## src/rtl/seg7_scan_driver_if.sv

```systemverilog
`default_nettype none
// ---------------------------------------------------------------------------
// seg7_scan_driver_if : data/control bundle between a display client and the
// 7-segment scan driver.                                 Revision 1.0
// ---------------------------------------------------------------------------
interface seg7_scan_driver_if #(
  parameter int DIGITS = 4
);
  logic [4*DIGITS-1:0] value;
  logic [DIGITS-1:0]   dp_in;
  logic                load;
  logic                blank_lz;
  logic [DIGITS-1:0]   blink_mask;
  logic [6:0]          seg;
  logic                dp;
  logic [DIGITS-1:0]   an;
  logic                frame_done;

  modport master (
    output value, dp_in, load, blank_lz, blink_mask,
    input  seg, dp, an, frame_done
  );

  modport slave (
    input  value, dp_in, load, blank_lz, blink_mask,
    output seg, dp, an, frame_done
  );
endinterface
`default_nettype wire

```

## src/rtl/seg7_scan_driver.sv

```systemverilog
`default_nettype none
// ---------------------------------------------------------------------------
// seg7_scan_driver : time-multiplexed 7-segment driver with frame-boundary
// commit, leading-zero blanking and per-digit blink.      Revision 1.0
// ---------------------------------------------------------------------------
module seg7_scan_driver #(
  parameter int DIGITS       = 4,
  parameter int CLK_DIV      = 50000,
  parameter int BLINK_FRAMES = 64,
  parameter int HEX_MODE     = 0,
  parameter int ACTIVE_LOW   = 1
) (
  input  logic                clk,
  input  logic                rst_n,
  seg7_scan_driver_if.slave   bus
);

  localparam int c_presc_w = (CLK_DIV > 1) ? $clog2(CLK_DIV) : 1;
  localparam int c_idx_w   = (DIGITS > 1) ? $clog2(DIGITS) : 1;
  localparam int c_blink_w = (BLINK_FRAMES > 1) ? $clog2(BLINK_FRAMES) : 1;

  localparam logic [c_presc_w-1:0] c_presc_last = c_presc_w'(CLK_DIV - 1);
  localparam logic [c_idx_w-1:0]   c_idx_last   = c_idx_w'(DIGITS - 1);
  localparam logic [c_blink_w-1:0] c_blink_last = c_blink_w'(BLINK_FRAMES - 1);
  localparam logic                 c_act_low    = (ACTIVE_LOW != 0);
  localparam logic                 c_hex        = (HEX_MODE != 0);
  localparam logic [6:0]           c_seg_off    = c_act_low ? 7'h7F : 7'h00;
  localparam logic [DIGITS-1:0]    c_an_off     = c_act_low ? '1 : '0;
  localparam logic [DIGITS-1:0]    c_an_one     = DIGITS'(1);

  logic [c_presc_w-1:0] r_presc;
  logic [c_idx_w-1:0]   r_idx;
  logic [c_blink_w-1:0] r_blink_cnt;
  logic                 r_phase;
  logic [4*DIGITS-1:0]  r_pend_val;
  logic [DIGITS-1:0]    r_pend_dp;
  logic [4*DIGITS-1:0]  r_shad_val;
  logic [DIGITS-1:0]    r_shad_dp;
  logic [6:0]           r_seg;
  logic                 r_dp;
  logic [DIGITS-1:0]    r_an;
  logic                 r_frame_done;

  logic                 w_tick;
  logic                 w_commit;
  logic [3:0]           w_code;
  logic                 w_zero_run;
  logic [DIGITS-1:0]    w_lz;
  logic                 w_blank;
  logic [6:0]           w_seg_al;
  logic                 w_dp_al;
  logic [DIGITS-1:0]    w_an_al;
  logic [6:0]           w_seg;
  logic                 w_dp;
  logic [DIGITS-1:0]    w_an;

  // Active-low segment patterns {g,f,e,d,c,b,a}
  function automatic logic [6:0] f_decode(input logic [3:0] code);
    case (code)
      4'h0:    f_decode = 7'b1000000;
      4'h1:    f_decode = 7'b1111001;
      4'h2:    f_decode = 7'b0100100;
      4'h3:    f_decode = 7'b0110000;
      4'h4:    f_decode = 7'b0011001;
      4'h5:    f_decode = 7'b0010010;
      4'h6:    f_decode = 7'b0000010;
      4'h7:    f_decode = 7'b1111000;
      4'h8:    f_decode = 7'b0000000;
      4'h9:    f_decode = 7'b0010000;
      4'hA:    f_decode = c_hex ? 7'b0001000 : 7'h7F;
      4'hB:    f_decode = c_hex ? 7'b0000011 : 7'h7F;
      4'hC:    f_decode = c_hex ? 7'b1000110 : 7'h7F;
      4'hD:    f_decode = c_hex ? 7'b0100001 : 7'h7F;
      4'hE:    f_decode = c_hex ? 7'b0000110 : 7'h7F;
      default: f_decode = c_hex ? 7'b0001110 : 7'h7F;
    endcase
  endfunction

  assign w_tick   = (r_presc == c_presc_last);
  assign w_commit = w_tick && (r_idx == c_idx_last);

  always_comb begin
    w_code     = r_shad_val[{r_idx, 2'b00} +: 4];
    w_zero_run = 1'b1;
    w_lz       = '0;
    // Walk from the most significant digit; a digit is blanked while all above it are zero
    for (int i = DIGITS - 1; i > 0; i--) begin
      w_zero_run = w_zero_run & (r_shad_val[4*i +: 4] == 4'h0);
      w_lz[i]    = bus.blank_lz & w_zero_run;
    end
    w_blank  = w_lz[r_idx] | (r_phase & bus.blink_mask[r_idx]);
    w_seg_al = w_blank ? 7'h7F : f_decode(w_code);
    w_dp_al  = w_blank | ~r_shad_dp[r_idx];
    w_an_al  = ~(c_an_one << r_idx);
    w_seg    = c_act_low ? w_seg_al : ~w_seg_al;
    w_dp     = c_act_low ? w_dp_al  : ~w_dp_al;
    w_an     = c_act_low ? w_an_al  : ~w_an_al;
  end

  always_ff @(posedge clk or negedge rst_n) begin
    if (!rst_n) begin
      r_presc      <= '0;
      r_idx        <= '0;
      r_blink_cnt  <= '0;
      r_phase      <= 1'b0;
      r_pend_val   <= '0;
      r_pend_dp    <= '0;
      r_shad_val   <= '0;
      r_shad_dp    <= '0;
      r_seg        <= c_seg_off;
      r_dp         <= c_act_low;
      r_an         <= c_an_off;
      r_frame_done <= 1'b0;
    end else begin
      r_presc <= w_tick ? '0 : r_presc + c_presc_w'(1);
      if (w_tick) begin
        r_idx <= (r_idx == c_idx_last) ? '0 : r_idx + c_idx_w'(1);
      end
      if (bus.load) begin
        r_pend_val <= bus.value;
        r_pend_dp  <= bus.dp_in;
      end
      // A load in the commit cycle lands in pending only; shadow takes the older contents
      if (w_commit) begin
        r_shad_val <= r_pend_val;
        r_shad_dp  <= r_pend_dp;
        if (r_blink_cnt == c_blink_last) begin
          r_blink_cnt <= '0;
          r_phase     <= ~r_phase;
        end else begin
          r_blink_cnt <= r_blink_cnt + c_blink_w'(1);
        end
      end
      r_frame_done <= w_commit;
      r_seg        <= w_seg;
      r_dp         <= w_dp;
      r_an         <= w_an;
    end
  end

  assign bus.seg        = r_seg;
  assign bus.dp         = r_dp;
  assign bus.an         = r_an;
  assign bus.frame_done = r_frame_done;

endmodule
`default_nettype wire

```

## src/flat_wrapper.sv

```systemverilog
// flat-port wrapper written by rule: the top's interface ports become plain ports
module seg7_scan_driver_flat 
#(
  parameter int DIGITS       = 4,
  parameter int CLK_DIV      = 50000,
  parameter int BLINK_FRAMES = 64,
  parameter int HEX_MODE     = 0,
  parameter int ACTIVE_LOW   = 1
)
  (clk, rst_n, bus_value, bus_dp_in, bus_load, bus_blank_lz, bus_blink_mask, bus_seg, bus_dp, bus_an, bus_frame_done);
  seg7_scan_driver_if #(.DIGITS(DIGITS)) bus_i ();
  input  logic clk;
  input  logic rst_n;
  input wire logic [$bits(bus_i.value)-1:0] bus_value;
  input wire logic [$bits(bus_i.dp_in)-1:0] bus_dp_in;
  input wire logic [$bits(bus_i.load)-1:0] bus_load;
  input wire logic [$bits(bus_i.blank_lz)-1:0] bus_blank_lz;
  input wire logic [$bits(bus_i.blink_mask)-1:0] bus_blink_mask;
  output wire logic [$bits(bus_i.seg)-1:0] bus_seg;
  output wire logic [$bits(bus_i.dp)-1:0] bus_dp;
  output wire logic [$bits(bus_i.an)-1:0] bus_an;
  output wire logic [$bits(bus_i.frame_done)-1:0] bus_frame_done;
  assign bus_i.value = bus_value;
  assign bus_i.dp_in = bus_dp_in;
  assign bus_i.load = bus_load;
  assign bus_i.blank_lz = bus_blank_lz;
  assign bus_i.blink_mask = bus_blink_mask;
  assign bus_seg = bus_i.seg;
  assign bus_dp = bus_i.dp;
  assign bus_an = bus_i.an;
  assign bus_frame_done = bus_i.frame_done;
  seg7_scan_driver #(.DIGITS(DIGITS), .CLK_DIV(CLK_DIV), .BLINK_FRAMES(BLINK_FRAMES), .HEX_MODE(HEX_MODE), .ACTIVE_LOW(ACTIVE_LOW)) u_core (.clk(clk), .rst_n(rst_n), .bus(bus_i));
endmodule
```

## config.mk

```make
export PLATFORM = sky130hd
export DESIGN_NAME = seg7_scan_driver_flat
export DESIGN_NICKNAME = d
export VERILOG_FILES = /design/src/rtl/seg7_scan_driver_if.sv /design/src/rtl/seg7_scan_driver.sv /design/src/flat_wrapper.sv
export SDC_FILE = /design/constraint.sdc
export NUM_CORES = 1
export LEC_CHECK = 0
export CAP_MARGIN = 20
export CORE_UTILIZATION = 50
export DETAILED_ROUTE_END_ITERATION = 8
export PLACE_DENSITY = 0.75
export SYNTH_ARGS = -nofsm -noshare
export SYNTH_HDL_FRONTEND = slang
export SYNTH_SLANG_ARGS = --single-unit
```

## constraint.sdc

```tcl
create_clock -name clk -period 2.18 [get_ports clk]
set_input_delay 0.654 -clock clk [delete_from_list [all_inputs] [get_ports clk]]
set_output_delay 0.654 -clock clk [all_outputs]
set_load 0.03 [all_outputs]
```

Word-level counts from Yosys, hierarchy flattened
Memories as Yosys holds them, arrays and structs flattened. Cells that the tools add are included. W data, S select, Z words.

Bits in read-only memories: 112. Memories: 1. Input port bits: 28. Logic and storage cells: 48. Register bits: 78.

Memory list: (no name shown) (words 16, bits a word 7, rd ports 1, clocked after memory_dff 0, wr ports 0, line seg7_scan_driver.sv:59) `case (code)`.

Bitwise gates (word level): 11. Reduce and logical (&&, ||, !) cells: 5. Order comparisons: 1. Add/subtract/negate cells: 3. Shifts and indexed selects: 2. Eq/ne operators: 3. Multiplexer cells: 10.

Operator list (number): $add A16 B1 Y16 const B (1); $eq A16 B16 Y1 const B (1); $mux W16 (1); $shiftx A16 B5 Y4 (1); $logic_not A4 Y1 (3); $mux W7 (1); $add A6 B1 Y6 const B (1); $and A1 B1 Y1 (6); $bmux W1 S2 (3); $eq A6 B6 Y1 const B (1); $mux W6 (1); $not A4 Y4 (1); $shl A1 B2 Y4 const A (1); $lt A2 B3 Y1 const B (1); $mux W1 (3); $add A2 B1 Y2 const B (1); $eq A2 B2 Y1 const B (1); $mux W2 (1); $not A1 Y1 (2); $or A1 B1 Y1 (2); $reduce_and A2 Y1 (1); $logic_and A1 B1 Y1 (1).

Longest topological paths before layout
Depth after elaboration: 8. Gate-level depth with buffers: 8. Mapped depth without buffers: 7.

Worst setup path before layout
OpenSTA, ideal clock, no wires.

Path type: register -> register. Start: register u_core.r_presc[11]. End: register u_core.r_shad_val[10]. Arrival: 1963 ps. Slack: 92 ps. Data required time: 2055 ps. Path buffers: 1. Cell stages (with the launch flop): 6. Cell sequence: dfrtp_1 -> or4b_4 -> nor4_4 -> nand2_2 -> buf_6 -> mux2_4.

Word-level cells in the longest chain between the ends: 2.

Ends and longest elaborated chain: start: declaration (line seg7_scan_driver.sv:31) `logic [c_presc_w-1:0] r_presc;`; start signal: assignment (line seg7_scan_driver.sv:115) `r_presc <= w_tick ? '0 : r_presc + c_presc_w'(1);`; $eq A16 B16 Y1 (line seg7_scan_driver.sv:79) `assign w_tick = (r_presc == c_presc_last);`; $logic_and A1 B1 Y1 (line seg7_scan_driver.sv:80) `assign w_commit = w_tick && (r_idx == c_idx_last);`; end signal: assignment (line seg7_scan_driver.sv:125) `r_shad_val <= r_pend_val;`; end: declaration (line seg7_scan_driver.sv:37) `logic [4*DIGITS-1:0] r_shad_val;`.

Every way passes these cells. A chain may end at the register's enable or synchronous reset.

Final worst setup path
Start: register u_core.r_presc[10]. End: register u_core.r_blink_cnt[5].

Word-level cells in the longest chain between the ends: 2.

Ends and longest elaborated chain: $eq A16 B16 Y1 (line seg7_scan_driver.sv:79); $logic_and A1 B1 Y1 (line seg7_scan_driver.sv:80); end signal: assignment (line seg7_scan_driver.sv:131) `r_blink_cnt <= r_blink_cnt + c_blink_w'(1);`; end: declaration (line seg7_scan_driver.sv:33) `logic [c_blink_w-1:0] r_blink_cnt;`.

Every way passes these cells.

==> run metrics <==
vias 2257; first-pass iteration count of the detailed router 4; sum of buffers and inverters on the critical path 0; Mapped Nets 307; drt first-iter violations 217; outcome finished, final reports clean; setup ws final 0.114 ns; Synth Area in Adders 0.0384; Netlist cell types 39; Post-synth EDFFs 0; detailed-route vias per instance 5.35; setup total negative slack 0 ns; Synth Flop Type dfrtp_1; NumNets Final 361; # setup viols final 0; final core occ 0.633; LEAKAGE 1.99 nW; Req. time, crit path 2.40 ns; Seq cells post-synth 78; period utilization 0.948; Tot GR Track Use 0.195; Slew HR 0.577; post-DP HPWL 4390 um; diode count 0; Row Count 30; placed insts 407; Routed Antenna Nets 0; Slowest-stage cell, CP or4b_4; crit-path leading delay family simple AND/OR/NAND/NOR gates; FF/Latch Area 1970 um^2; Post-Syn Instances 268; number of global-route vias before repair 2205; CP Class flip-flop to flip-flop; cell area after synthesis 3580 um^2; hold crit path type primary input to asynchronous set/reset pin; critical path fanouts, max 4; worst-path cell chain or4b_4 -> or4_1 -> o41ai_1 -> o31ai_1; area share of xor/xnor cells in the synthesized design 0.0367; total of max-cap violations 0; RD Place Congestion 0.833; skew final 0.00617 ns; IO Port Bufs 40; multi-input combinational cell area 1520 um^2; TritonCTS clock tree built; Area Overhead vs Synth 21.5%; TritonCTS buffer count 9; Mean Syn Cell Area 13.4 um^2; Clk Latency, worst-skew pair 0.34 ns; root buf cell clkbuf_8; fraction of registers with async set/reset 1.00; CORE AREA 6870 um^2; Post-CTS Setup Inserts 0; I/O pin cnt 41; Tmin final 2.07 ns; clk buf depth 2; f_max 0.484 GHz; post-synthesis sequential area ratio 0.549; Post-CTS Resized 12; RSZ-0062 raised after global routing false; largest net degree at the start of global routing 43; clk sink count 78; mux contribution to synthesized area 0.200; largest family of logic cells by synthesized area multiplexers; layout cell share with drive strength beyond 1 0.291; DRC viols 0; Least-Margin Pin Slew 0.632 ns; GRT Residual Overflow 0; Crit. End Element flip-flop; CP Launch Type flip-flop; pre-CTS setup slack 0.127 ns; CP peak stage delay 0.52 ns; H-tree depth 3; Die Ht 86.6 um; # fillers 533; critical path arrival 2.28 ns; most frequent cells in the layout dfrtp_1 (66), clkdlybuf4s50_1 (27), mux2_2 (25); final wirelength 6210 um; first-pass GRT wire length 10800 um; WL/cell 14.7 um; Ys Warns 0; simple logic cell fraction of the synthesized area 0.110; Final Hold Viols 0; initial core utilization 0.521; cts hold-fix bufs 0; Worst-path clk slew 0.08 ns; P per Cell Area 615 nW/um^2; Pins Over Slew Limit 0; Die W 86.6 um; initial antenna violation count 0; most common cell after layout, fill and taps aside dfrtp_1; Synth Area in Compound Gates 0.0388; Max VDD drop 0.457 mV; die area 7500 um^2; Finished Layout Cells 422
[worst paths after layout]
path                                    startpoint                     to  slack (ns)  cells past startpoint
worst max-delay path            u_core.r_presc[10]  u_core.r_blink_cnt[5]        0.11                      4
worst min-delay path                         rst_n      u_core.r_presc[4]        0.26                      1
min in group clk                    u_core.r_phase         u_core.r_phase        0.48                      1
max in group asynchronous                    rst_n   u_core.r_shad_val[3]        1.34                      2
worst max register to register  u_core.r_presc[10]  u_core.r_blink_cnt[5]        0.11                      4
worst min register to register      u_core.r_phase         u_core.r_phase        0.48                      1
[synthesized netlist by cell type, drive strengths merged, types with 2 or more instances]
cell / number / share of area
ha: 11 / 0.038
xor2: 5 / 0.012
mux2i: 3 / 0.0084
nor4: 5 / 0.013
buf: 3 / 0.0077
o21ai: 10 / 0.014
inv: 13 / 0.014
dfstp: 12 / 0.088
nor3: 3 / 0.0042
xnor2: 10 / 0.024
dfrtp: 66 / 0.46
mux4: 6 / 0.038
nand3: 19 / 0.027
nand2: 8 / 0.0091
or4: 4 / 0.0084
and2: 2 / 0.0035
or4b: 2 / 0.0066
clkbuf: 5 / 0.0052
o211ai: 3 / 0.0063
nor2b: 2 / 0.0035
mux2: 43 / 0.15
nor2: 13 / 0.014
a21oi: 5 / 0.0070
o31ai: 2 / 0.0042
nand4: 4 / 0.0070
[worst register-to-register path: stages, from the launching register on]
cell	delay, ns
dfrtp_1	0.43
or4b_4	0.52
or4_1	0.53
o41ai_1	0.35
o31ai_1	0.12
[through the flow]
step | power, mW | cell area [um^2] | hold slack (ns)
after floorplan | 1.57 | 3580 | 0.358
after global routing | 2.79 | 4350 | 0.281
after global placement | 1.66 | 4170 | 0.464
after CTS | 2.72 | 4350 | 0.264
after detailed placement | 1.67 | 4170 | 0.465
final | 2.68 | 4350 | 0.262
[state kept, by name, indices dropped and copies added, names as in the netlist]
name and count:
u_core.r_pend_val 16, u_core.r_presc 16, u_core.r_shad_val 16, u_core.bus.seg 7, u_core.r_blink_cnt 6, u_core.bus.an 4
u_core.r_pend_dp 4, u_core.r_shad_dp 4, u_core.r_idx 2, u_core.bus.dp 1, u_core.bus.frame_done 1, u_core.r_phase 1
[area by class of cell]
| type | count | share of cell area |
|---|---|---|
| inverters | 13 | 0.0112 |
| well taps | 96 | 0.0276 |
| multi-input cells | 169 | 0.350 |
| clock inverters | 4 | 0.0109 |
| repair buffers | 51 | 0.116 |
| flip-flops and latches | 78 | 0.452 |
| clock buffers | 11 | 0.0325 |
[routing by layer]
| metal | vias to the layer above | global-route usage | wire (um) |
|---|---|---|---|
| li1 | 1072 | - | - |
| met2 | 49 | 0.300 | 3040 |
| met4 | 0 | 0.0955 | 134 |
| met1 | 1126 | 0.258 | 2780 |
| met5 | - | 0 | 0 |
| met3 | 10 | 0.0495 | 251 |
[power by group]
part / leakage [nW] / switching (mW) / internal (mW)
combinational: 0.904 / 0.0488 / 0.0836
sequential: 0.987 / 0.0186 / 1.48
clock: 0.0952 / 0.490 / 0.550
total: 1.99 / 0.557 / 2.12
[logic make-up after synthesis]
group                    Yosys count
adder cells (fa/ha/maj)           11
buffers and inverters             21
flip-flops                        78
AO/OA/AOI/OAI                     23
AND/OR/NAND/NOR                   68
XOR/XNOR                          15
multiplexers                      52
(Power assumes the default switching activity.)
